===== src/rtl/restoring_divider_16.sv =====
// rtl/restoring_divider_16.sv - Multi-cycle unsigned restoring divider, one quotient bit per clock
//
// Purpose: divides an N-bit unsigned dividend by an N-bit unsigned divisor using
// the restoring algorithm. A request is accepted on the edge where the block is
// idle and start=1. N iterations follow, and then results are presented with a
// one-cycle done pulse. A zero divisor is resolved at acceptance without iterating.
//
// Ports:
//   clk          rising-edge clock
//   rst          synchronous active-high reset
//   start        request pulse; sampled only while idle
//   dividend     unsigned numerator, sampled with start
//   divisor      unsigned denominator, sampled with start
//   busy         high while a division is iterating
//   done         one-cycle pulse; quotient/remainder/div_by_zero valid
//   quotient     registered quotient, held until the next done or reset
//   remainder    registered remainder, held until the next done or reset
//   div_by_zero  set with the done of a zero-divisor request, held with results

module restoring_divider_16 #(
    parameter int N = 16
) (
    input  logic         clk,
    input  logic         rst,
    input  logic         start,
    input  logic [N-1:0] dividend,
    input  logic [N-1:0] divisor,
    output logic         busy,
    output logic         done,
    output logic [N-1:0] quotient,
    output logic [N-1:0] remainder,
    output logic         div_by_zero
);

    localparam int CW = $clog2(N);

    typedef enum logic {
        IDLE = 1'b0,
        RUN  = 1'b1
    } state_t;

    state_t          state_q;
    logic [CW-1:0]   cnt_q;
    logic [N-1:0]    rem_q;
    logic [N-1:0]    quo_q;
    logic [N-1:0]    dvs_q;
    logic            busy_q;
    logic            done_q;
    logic            dbz_q;
    logic [N-1:0]    quotient_q;
    logic [N-1:0]    remainder_q;

    logic [N:0]      shifted;
    logic [N:0]      trial;
    logic [N-1:0]    rem_d;
    logic [N-1:0]    quo_d;
    logic            last_iter;

    // One restoring step: shift the next dividend bit into the partial remainder
    // and subtract the divisor; a clear borrow bit means the subtraction fits.
    always_comb begin
        shifted = {rem_q, quo_q[N-1]};
        trial   = shifted - {1'b0, dvs_q};
        rem_d   = shifted[N-1:0];
        quo_d   = {quo_q[N-2:0], 1'b0};
        if (!trial[N]) begin
            rem_d = trial[N-1:0];
            quo_d = {quo_q[N-2:0], 1'b1};
        end
    end

    assign last_iter = (cnt_q == CW'(N - 1));

    always_ff @(posedge clk) begin
        if (rst) begin
            state_q     <= IDLE;
            cnt_q       <= '0;
            rem_q       <= '0;
            quo_q       <= '0;
            dvs_q       <= '0;
            busy_q      <= 1'b0;
            done_q      <= 1'b0;
            dbz_q       <= 1'b0;
            quotient_q  <= '0;
            remainder_q <= '0;
        end else begin
            done_q <= 1'b0;
            case (state_q)
                IDLE: begin
                    if (start) begin
                        dvs_q <= divisor;
                        quo_q <= dividend;
                        rem_q <= '0;
                        cnt_q <= '0;
                        if (divisor == '0) begin
                            // Resolved immediately: no iterations, stay idle.
                            quotient_q  <= '1;
                            remainder_q <= dividend;
                            dbz_q       <= 1'b1;
                            done_q      <= 1'b1;
                        end else begin
                            state_q <= RUN;
                            busy_q  <= 1'b1;
                        end
                    end
                end
                RUN: begin
                    rem_q <= rem_d;
                    quo_q <= quo_d;
                    cnt_q <= cnt_q + 1'b1;
                    if (last_iter) begin
                        // Only the final step's values ever reach the outputs.
                        state_q     <= IDLE;
                        busy_q      <= 1'b0;
                        done_q      <= 1'b1;
                        dbz_q       <= 1'b0;
                        quotient_q  <= quo_d;
                        remainder_q <= rem_d;
                    end
                end
                default: begin
                    state_q <= IDLE;
                    busy_q  <= 1'b0;
                end
            endcase
        end
    end

    assign busy        = busy_q;
    assign done        = done_q;
    assign div_by_zero = dbz_q;
    assign quotient    = quotient_q;
    assign remainder   = remainder_q;

endmodule

===== config.mk =====
export PLATFORM = sky130hd
export DESIGN_NAME = restoring_divider_16
export DESIGN_NICKNAME = d
export VERILOG_FILES = /design/src/rtl/restoring_divider_16.sv
export SDC_FILE = /design/constraint.sdc
export NUM_CORES = 1
export LEC_CHECK = 0
export ABC_CLOCK_PERIOD_IN_PS = 2800
export BUFFER_PORTS_ARGS = -buffer_cell sky130_fd_sc_hd__buf_4
export CORE_MARGIN = 1
export CORE_UTILIZATION = 51
export DETAILED_ROUTE_END_ITERATION = 8
export PLACE_DENSITY_LB_ADDON = 0.05
export SLEW_MARGIN = 30
export SYNTH_ARGS = -nofsm -noshare
export SYNTH_HDL_FRONTEND = slang
export SYNTH_SLANG_ARGS = --single-unit

===== constraint.sdc =====
create_clock -name clk -period 2.8 [get_ports clk]
set_input_delay 0.14 -clock clk [delete_from_list [all_inputs] [get_ports clk]]
set_output_delay 0.14 -clock clk [all_outputs]
set_load 0.02 [all_outputs]

==> summary.md, run 1 <==
| Metric | Value |
|---|---|
| EDFF count, synth | 0 |
| Fmax | 377 MHz |
| Yosys top cell area share | 40.3% |
| Tot GR Track Use | 26.1% |
| Clock buffer depth | 2 |
| Maxcap violations | 0 |
| Total negative slack | 0 ns |
| CTS Buf Count | 9 |
| Critical path class | register to register |
| Detailed Route WL | 11200 µm |
| Power per cell area | 1040 mW/mm² |
| Final Cycle Share | 94.7% |
| Status | complete, no violations |
| Worst slack at placement | 0.105 ns |
| Largest cells by area after synthesis | dfxtp_1 (40%), mux2i_1 (5.9%), a21oi_1 (5.6%) |
| IO Port Bufs | 69 |
| CP max-delay cell | fa_2 |
| Number of global-route vias before repair | 3668 |
| Slew HR | 49.6% |
| Starting Density | 53.0% |
| Final ANT Viol Nets | 0 |
| Most common cell on crit path | inv_1 |
| CTS Sinks | 88 |
| Critical Path Max Stage Delay | 0.38 ns |
| Clock slew at reported path FFs | 0.09 ns |
| Final WS setup | 0.148 ns |
| Pre-antenna DRT Iters | 7 |
| Final Slew Violations | 0 |
| Grt ovf | 0 |
| Row count | 33 |
| Initial antenna violation count | 0 |
| DRC viols | 0 |
| Synth warn | 0 |
| Worst Path Max Fanout | 9 |
| Worst Path Required | 3.03 ns |
| Mean Syn Cell Area | 8.30 µm² |
| Final hold violations | 0 |
| Design Area, Final | 0.00522 mm² |
| Register area share after synthesis | 40.3% |
| Die height | 94.6 µm |
| Die Span X | 94.6 µm |
| Area leader, netlist | dfxtp_1 |
| Clock Skews | 0.0123 ns |
| Hold depth | 3 |
| Vias per inst | 5.73 |
| Worst vdd ir | 0.558 mV |
| Number of post-CTS setup repair buffers | 0 |
| Critical path launch point type | register |
| Largest net degree at the start of global routing | 77 |
| Yosys reg bits | 88 |
| Root Driver | clkbuf_8 |
| Worst path cell trace | inv_1 > ha_1 > inv_1 > fa_2 > a211oi_4 > o211ai_4 > and4_1 > a211o_4 > and2_1 > a31oi_1 > a21oi_1 |
| Area grow syn2layout | 19.2% |
| Layout cell share with drive strength beyond 1 | 18.8% |
| Post-synthesis cell type count | 53 |
| CP arrival | 2.89 ns |
| Leakage | 0.00210 µW |
| Post-Syn Area | 0.00437 mm² |
| Die area | 0.00895 mm² |
| Wire length per cell | 16.1 µm |
| Endpoints failing setup | 0 |
| Post-Syn Nets | 580 |
| Post-DP Area | 0.00496 mm² |
| Worst Hold Class | input pin to register |
| Critical Path Sink Type | register |
| Least-Margin Pin Slew | 0.756 ns |
| Via count | 3993 |
| TritonCTS clock tree | yes |
| Placer congestion estimate | 0.855 |
| Predominant post-synthesis flop cell | dfxtp_1 |
| Core footprint | 0.00826 mm² |
| Antenna cells | 0 |
| Final worst path period need | 2.65 ns |
| Initial drt markers | 251 |
| Post-Synthesis Cells | 527 |
| Clock Latency Late Sink | 0.36 ns |
| Reg2Reg Depth | 11 |
| RSZ-0062 raised after global routing | true |
| Ys async rst share | 0% |
| Final net count | 640 |
| H-Tree Depth | 3 |
| I/O pins | 70 |
| First-pass GRT wire length | 17900 µm |
| HPWL Detailed | 8180 µm |
[cell usage in the layout, fill, tap and decap left out, types with 3 or more instances in the layout]
cell type  count
o21ai_0       16
inv_1         21
and3_1         7
nand2b_1       5
dfxtp_1       88
nand2_1       65
ha_1          17
mux2i_2        4
nor3_1        16
nand3_1        3
xnor2_1        5
o21ai_1        9
or3_1         10
o211ai_1       4
buf_4         77
nor2b_1        4
mux2i_1       22
and4_1         3
a21oi_1       49
o22ai_1        6
a31oi_1       10
inv_6          3
nor2_1        57
nor4_1         5
a211oi_1      32
xor2_1         6
clkbuf_8       9
[path summary, 6_finish.rpt]
check                               from                          to  slack, ns
setup / recovery  quo_q[15]$_SDFFE_PP0P_  remainder[15]$_SDFFE_PP0P_       0.15
hold / removal                divisor[1]       dvs_q[1]$_SDFFE_PP0P_       0.03
setup reg to reg  quo_q[15]$_SDFFE_PP0P_  remainder[15]$_SDFFE_PP0P_       0.15
hold reg to reg   dvs_q[11]$_SDFFE_PP0P_      dvs_q[11]$_SDFFE_PP0P_       0.46
[worst max-delay path: cells and delay by family, from the launching register on]
kind / cells / cell delay, ns
compound gates: 5 / 1.10
fa+ha+maj: 2 / 0.54
buf+inv: 2 / 0.13
flops: 1 / 0.34
simple gates: 2 / 0.42
[registers in the layout, summed over array words and instances, names as in the netlist, 4 cells and up]
name       flops
rem_q         16
quo_q         16
dvs_q         16
quotient      16
remainder     16
cnt_q          4
[power breakdown]
| group | internal (µW) | switching [µW] | leakage (µW) |
|---|---|---|---|
| Combinational | 1320 | 1680 | 0.00128 |
| Clock | 430 | 508 | 0.000103 |
| Sequential | 1370 | 127 | 0.000716 |
| Total | 3120 | 2320 | 0.00210 |
[kinds of logic (layout without fill, tap and decap cells)]
group | Yosys count | in the layout | synth area share [%]
adders and majority gates | 18 | 18 | 5.32
xor gates and xnor gates | 11 | 11 | 2.20
DFF | 88 | 88 | 40.3
muxes | 26 | 26 | 5.95
and+or+nand+nor | 184 | 184 | 19.2
buffers and inverters | 52 | 117 | 4.92
AOI/OAI and AO/OA | 148 | 148 | 22.1
[timing repair]
item	CTS	global route
endpoints found under the setup margin	0	29
resized for setup	0	9
hold buffers	0	0
[through the flow]
stage | util (%) | power [µW] | hold WS [ns] | instances
detailed placement | 60.1 | 4220 | 0.408 | 680
finish | 63.2 | 5440 | 0.0334 | 697
CTS | 62.6 | 5160 | 0.0256 | 696
floorplan | - | 3600 | 0.276 | 527
global placement | 60.1 | 4160 | 0.400 | 680
global route | 63.2 | 5790 | 0.0252 | 697
[layer usage]
metal  global-route usage, %  vias up  share of wire (%)
met5                       0        -                  0
li1                        -     2002                  -
met2                    41.1      114                 46
met4                    9.34        0                1.8
met1                    36.1     1860                 47
met3                    4.19       17                4.7
[Yosys cell counts (all sizes together), types with 2 or more instances]
cell type	number
dfxtp	88
nand2	65
nor2	57
a21oi	50
a211oi	35
mux2i	26
o21ai	25
inv	21
clkbuf	17
ha	17
nor3	16
buf	14
a31oi	11
or3	10
and3	8
o211ai	6
o22ai	6
xor2	6
nand2b	5
nor4	5
xnor2	5
nor2b	4
a21o	3
and4	3
nand3	3
a41oi	2
and2	2
nand3b	2
nand4	2
nor3b	2
[layout make-up]
cell class	instances	area (µm²)
inverter	21	78.8
clock buffer	9	124
sequential	88	1760
timing repair buffer	80	606
fill	770	3040
multi-input combinational	387	2430
clock inverter	7	83.8
tap	105	131
Power figures use the tool's default switching activity.
==> inputs of run 2 (changes only) <==
--- a/config.mk
+++ b/config.mk
@@ -7,6 +7,7 @@
 export LEC_CHECK = 0
 export ABC_CLOCK_PERIOD_IN_PS = 2800
 export BUFFER_PORTS_ARGS = -buffer_cell sky130_fd_sc_hd__buf_4
+export CORE_ASPECT_RATIO = 0.75
 export CORE_MARGIN = 1
 export CORE_UTILIZATION = 51
 export DETAILED_ROUTE_END_ITERATION = 8
==> summary.md, run 2 (synthesis gave the netlist of run 1 again) <==
| Metric | Value |
|---|---|
| Post-DP Area | 0.00498 mm² (+0.30%) |
| CP arrival | 2.83 ns (-0.06 ns) |
| Number of global-route vias before repair | 3548 (-3.3%) |
| Die area | 0.00896 mm² (about the same) |
| CP max-delay cell | fa_2 |
| Design Area, Final | 0.00529 mm² (+1.4%) |
| Vias per inst | 5.69 (-0.59%) |
| Worst path cell trace | inv_1 > ha_1 > inv_1 > fa_2 > a211oi_4 > o211ai_4 > and4_4 > a211oi_4 > buf_6 > mux2i_1 > o21ai_0 |
| Slew HR | 49.0% (-0.64 points) |
| I/O pins | 70 (unchanged) |
| Critical path class | register to register |
| Leakage | 0.00214 µW (+1.6%) |
| TritonCTS clock tree | yes |
| Worst vdd ir | 0.891 mV (+60%) |
| Grt ovf | 0 (unchanged) |
| Clock Skews | 0.00580 ns (-0.00647 ns) |
| Die height | 82.2 µm (-13%) |
| Root Driver | clkbuf_16 |
| Critical path launch point type | register |
| First-pass GRT wire length | 17600 µm (-1.8%) |
| Least-Margin Pin Slew | 0.765 ns (+0.00960 ns) |
| Clock power frac | 19.7% (+2.5 points) |
| Post-Layout Cell Count | 698 (+0.14%) |
| Starting Density | 54.1% (+1.1 points) |
| Final worst path period need | 2.64 ns (-0.00733 ns) |
| CTS Hold Buffers Added | 0 (unchanged) |
| Maxcap violations | 0 (unchanged) |
| Status | complete, no violations |
| Worst Path Required | 2.98 ns (-0.05 ns) |
| RSZ-0062 raised after global routing | false |
| Core footprint | 0.00809 mm² (-2.0%) |
| Initial drt markers | 216 (-14%) |
| Endpoints failing setup | 0 (unchanged) |
| Register share of total power | 27.2% (-0.4 points) |
| Pre-antenna DRT Iters | 4 (-3) |
| Critical Path Max Stage Delay | 0.38 ns (about the same) |
| HPWL Detailed | 8070 µm (-1.4%) |
| Register area | 0.00176 mm² (unchanged) |
| Area taken by multi-input logic gates | 0.00243 mm² (about the same) |
| Post-placement cell count | 682 (+0.29%) |
| Layout cell share with drive strength beyond 1 | 18.4% (-0.37 points) |
| Total negative slack | 0 ns (unchanged) |
| Sw frac | 40.2% (-2.4 points) |
| Most frequent cells in the layout | dfxtp_1 (88), buf_4 (79), nand2_1 (65) |
| # fillers | 713 (-7.4%) |
| Final hold violations | 0 (unchanged) |
| Initial antenna violation count | 0 (unchanged) |
| Logic pwr share | 53.1% (-2.0 points) |
| Psw | 2220 µW (-4.4%) |
| CTS Buf Count | 9 (unchanged) |
| Worst Path Max Fanout | 9 (unchanged) |
| Area grow syn2layout | 20.9% |
| Row count | 28 (-15%) |
| IO Port Bufs | 69 (unchanged) |
| Via count | 3975 (-0.45%) |
| Cell-internal power | 3300 µW (+5.6%) |
| Detailed Route WL | 11000 µm (-1.7%) |
| H-Tree Depth | 3 (unchanged) |
| Final Cycle Share | 94.4% (-0.26 points) |
| Placer congestion estimate | 0.837 (-2.1%) |
| Die Span X | 109 µm (+15%) |
| Critical Path Sink Type | register |
| Power per cell area | 1040 mW/mm² (about the same) |
| Tot GR Track Use | 25.6% (-0.55 points) |
| DRC viols | 0 (unchanged) |
| Largest net degree at the start of global routing | 77 (unchanged) |
| Most common cell after layout, fill and taps aside | dfxtp_1 |
| Antenna cells | 0 (unchanged) |
| Wire length per cell | 15.8 µm (-1.8%) |
| Final Slew Violations | 0 (unchanged) |
| Final ANT Viol Nets | 0 (unchanged) |
| Worst Hold Class | input pin to register |
| Clock Latency Late Sink | 0.33 ns (-0.03 ns) |
| CTS Sinks | 88 (unchanged) |
| Final net count | 641 (+0.16%) |
| Total Power | 5510 µW (+1.3%) |
| Clock slew at reported path FFs | 0.06 ns (-0.03 ns) |
| Fmax | 378 MHz (+0.28%) |
| Clock buffer depth | 2 (unchanged) |
run 2: final timing paths:
kind	slack, ns	startpoint	cells after the start	to
setup / recovery	0.16	quo_q[15]$_SDFFE_PP0P_	11	rem_q[9]$_SDFFE_PP0P_
hold / removal	0.07	divisor[15]	3	dvs_q[15]$_SDFFE_PP0P_
setup reg to reg	0.16	quo_q[15]$_SDFFE_PP0P_	11	rem_q[9]$_SDFFE_PP0P_
hold reg to reg	0.45	dvs_q[14]$_SDFFE_PP0P_	2	dvs_q[14]$_SDFFE_PP0P_
run 2: area by class of cell:
type                       count  share of cell area (%)
sequential                    88                    33.3
inverter                      21                    1.49
clock buffer                  13                    4.73
multi-input combinational    387                    46.0
timing repair buffer          81                    11.6
tap                          105                    2.49
clock inverter                 3                   0.331
run 2: what timing repair did:
action / 4_1_cts / 5_1_grt
resized for setup: 0 / 10
buffers inserted: 0 / 0
setup endpoints to repair: 0 / 22
run 2: layer usage:
layer | share of wire (%) | wire length, µm | global-route usage (%)
met1 | 49 | 5360 | 35.6
met4 | 0.94 | 104 | 5.81
met3 | 5.6 | 615 | 5.26
met2 | 45 | 4960 | 40.8
met5 | 0 | 0 | 0
run 2: worst max-delay path: cells and delay by family (launching register included):
kind	cells	cell delay (ns)
AOI/OAI and AO/OA	4	0.80
adders and majority gates	2	0.54
DFF	1	0.33
buffers and inverters	3	0.33
muxes	1	0.27
and+or+nand+nor	1	0.22
run 2: stage by stage:
step	setup WS [ns]	utilization, %	hold slack, ns
2_1_floorplan	0.139	-	0.276
3_3_place_gp	0.189	61.5	0.405
3_5_place_dp	0.0700	61.5	0.408
4_1_cts	0.0374	64.8	0.0591
5_1_grt	0.0156	65.3	0.0601
6_report	0.156	65.3	0.0692
run 2: power by group through the flow:
stage	Sequential, µW	Combinational (µW)	Clock, µW
2_1_floorplan	1470	2130	0
3_3_place_gp	1520	2620	0
3_5_place_dp	1520	2670	0
4_1_cts	1490	2690	1110
5_1_grt	1510	3140	1160
6_report	1500	2930	1090
==> inputs of run 3 (changes only) <==
--- a/config.mk
+++ b/config.mk
@@ -11,8 +11,10 @@
 export CORE_MARGIN = 1
 export CORE_UTILIZATION = 51
 export DETAILED_ROUTE_END_ITERATION = 8
-export PLACE_DENSITY_LB_ADDON = 0.05
+export PLACE_DENSITY = 0.84
+export REMOVE_ABC_BUFFERS = 1
 export SLEW_MARGIN = 30
 export SYNTH_ARGS = -nofsm -noshare
 export SYNTH_HDL_FRONTEND = slang
 export SYNTH_SLANG_ARGS = --single-unit
+export TNS_END_PERCENT = 5
==> summary.md, run 3 (synthesis gave the netlist of run 1 again) <==
| Metric | Value |
|---|---|
| Layout cell share with drive strength beyond 1 | 18.6% (+0.20 points) |
| I/O pins | 70 (unchanged) |
| Finished Core Util | 66.5% (+1.2 points) |
| Worst vdd ir | 0.925 mV (+3.8%) |
| Most common cell on crit path | inv_1 |
| Reg2Reg Depth | 11 (unchanged) |
| Critical path class | register to register |
| CTS Buf Count | 9 (unchanged) |
| Antenna cells | 0 (unchanged) |
| Buf/Inv on CP | 2 (-1) |
| Hold depth | 3 (unchanged) |
| CP arrival | 2.95 ns (+0.12 ns) |
| Area grow syn2layout | 23.1% |
| Critical path launch point type | register |
| Final Slew Violations | 0 (unchanged) |
| Power per cell area | 1110 mW/mm² (+6.0%) |
| Critical Path Max Stage Delay | 0.40 ns (+0.02 ns) |
| Least-Margin Pin Slew | 0.784 ns (+0.0184 ns) |
| Via count | 4148 (+4.4%) |
| Most frequent cells in the layout | dfxtp_1 (88), buf_4 (79), nand2_1 (65) |
| IO Port Bufs | 69 (unchanged) |
| TritonCTS clock tree | yes |
| Routed wl met2 | 5360 µm (+8.2%) |
| Most common cell after layout, fill and taps aside | dfxtp_1 |
| CTS Hold Buffers Added | 0 (unchanged) |
| Clock Skews | 0.00686 ns (+0.00106 ns) |
| CP Depth | 11 (unchanged) |
| Worst Path Max Fanout | 9 (unchanged) |
| Design Area, Final | 0.00538 mm² (+1.8%) |
| Core footprint | 0.00809 mm² (unchanged) |
| Status | complete, no violations |
| Starting Density | 54.1% (unchanged) |
| Leakage | 0.00218 µW (+2.2%) |
| Grt ovf | 0 (unchanged) |
| Initial drt markers | 284 (+31%) |
| Final worst path period need | 2.73 ns (+0.0867 ns) |
| Critical Path Sink Type | register |
| Detailed Route WL | 11400 µm (+3.2%) |
| Final Cycle Share | 97.5% (+3.1 points) |
| RSZ-0062 raised after global routing | true |
| DRC viols | 0 (unchanged) |
| Vias per inst | 5.95 (+4.5%) |
| Top cell family by delay on the critical path | compound AO/OA/AOI/OAI gates |
| Number of global-route vias before repair | 3771 (+6.3%) |
| Clock Latency Late Sink | 0.35 ns (+0.02 ns) |
| Worst Hold Class | input pin to register |
| Die area | 0.00896 mm² (unchanged) |
| Highest routed layer | met4 |
| Post-DP Area | 0.00497 mm² (about the same) |
| Endpoints failing setup | 0 (unchanged) |
| Slew HR | 47.7% (-1.2 points) |
| Met3 WL | 802 µm (+30%) |
| Met1 WL | 5050 µm (-5.7%) |
| Maxcap violations | 0 (unchanged) |
| Largest net degree at the start of global routing | 77 (unchanged) |
| First-pass GRT wire length | 18100 µm (+3.0%) |
| Initial antenna violation count | 0 (unchanged) |
| Clock slew at reported path FFs | 0.07 ns (about the same) |
| Fmax | 366 MHz (-3.2%) |
| CP max-delay cell | a211o_2 |
| CTS Sinks | 88 (unchanged) |
| Clock buffer depth | 2 (unchanged) |
| Final ANT Viol Nets | 0 (unchanged) |
| Tot GR Track Use | 26.5% (+0.89 points) |
| Die Span X | 109 µm (unchanged) |
| Wire length per cell | 16.3 µm (+3.3%) |
| Final hold violations | 0 (unchanged) |
| Die height | 82.2 µm (unchanged) |
| H-Tree Depth | 3 (unchanged) |
| Pre-antenna DRT Iters | 5 (+1) |
| HPWL Detailed | 8030 µm (-0.48%) |
| Placer congestion estimate | 0.896 (+7.0%) |
| Final net count | 640 (-0.16%) |
| Row count | 28 (unchanged) |
| Worst Path Required | 3.02 ns (+0.04 ns) |
| Root Driver | clkbuf_16 |
| Worst path cell trace | inv_1 > ha_1 > inv_1 > fa_2 > a211oi_4 > o211ai_4 > and4_1 > a211o_2 > and2_1 > a31oi_1 > a21oi_1 |
## run 3: worst min-delay path: cells and delay by family
kind | cells | cell delay, ns
AOI/OAI and AO/OA | 1 | 0.05
and+or+nand+nor | 1 | 0.05
buffers and inverters | 1 | 0.11
## run 3: final timing paths
check / start / end / slack [ns]
worst min-delay path: divisor[7] / dvs_q[7]$_SDFFE_PP0P_ / 0.04
worst min register to register: dvs_q[14]$_SDFFE_PP0P_ / dvs_q[14]$_SDFFE_PP0P_ / 0.45
worst max register to register: quo_q[15]$_SDFFE_PP0P_ / remainder[15]$_SDFFE_PP0P_ / 0.07
worst max-delay path: quo_q[15]$_SDFFE_PP0P_ / remainder[15]$_SDFFE_PP0P_ / 0.07
## run 3: repair_timing
item / CTS / global route
gates resized for setup: 0 / 6
endpoints found under the setup margin: 0 / 25
buffers inserted: 0 / 1
endpoints found under the hold margin: 0 / 0
## run 3: layer usage
layer,global-route usage [%],up-vias
met4,9.59,0
met2,42.1,164
li1,-,2010
met5,0,-
met1,34.6,1952
met3,7.06,22
## run 3: final cells by class
class                   count  area (µm²)
inverters                  21        78.8
multi-input cells         387        2430
repair buffers             80         613
flip-flops and latches     88        1760
fillers                   686        2710
well taps                 105         131
clock inverters             7         143
clock buffers               9         225
## run 3: stage by stage
step,total power (µW),TNS [ns],std cells,worst slack (ns),hold slack (ns)
detailed placement,4290,0,680,0.0683,0.407
global placement,4170,0,680,0.184,0.402
global route,6310,-0.127,697,-0.0414,0.0526
floorplan,3500,-0.0846,496,-0.0212,0.209
CTS,5790,0,696,0.0385,0.0399
finish,5950,0,697,0.0690,0.0433
## run 3: report_power, final
group | switching, µW | internal (µW) | total [µW]
Combinational | 1680 | 1290 | 2970
Sequential | 124 | 1380 | 1500
Clock | 517 | 965 | 1480
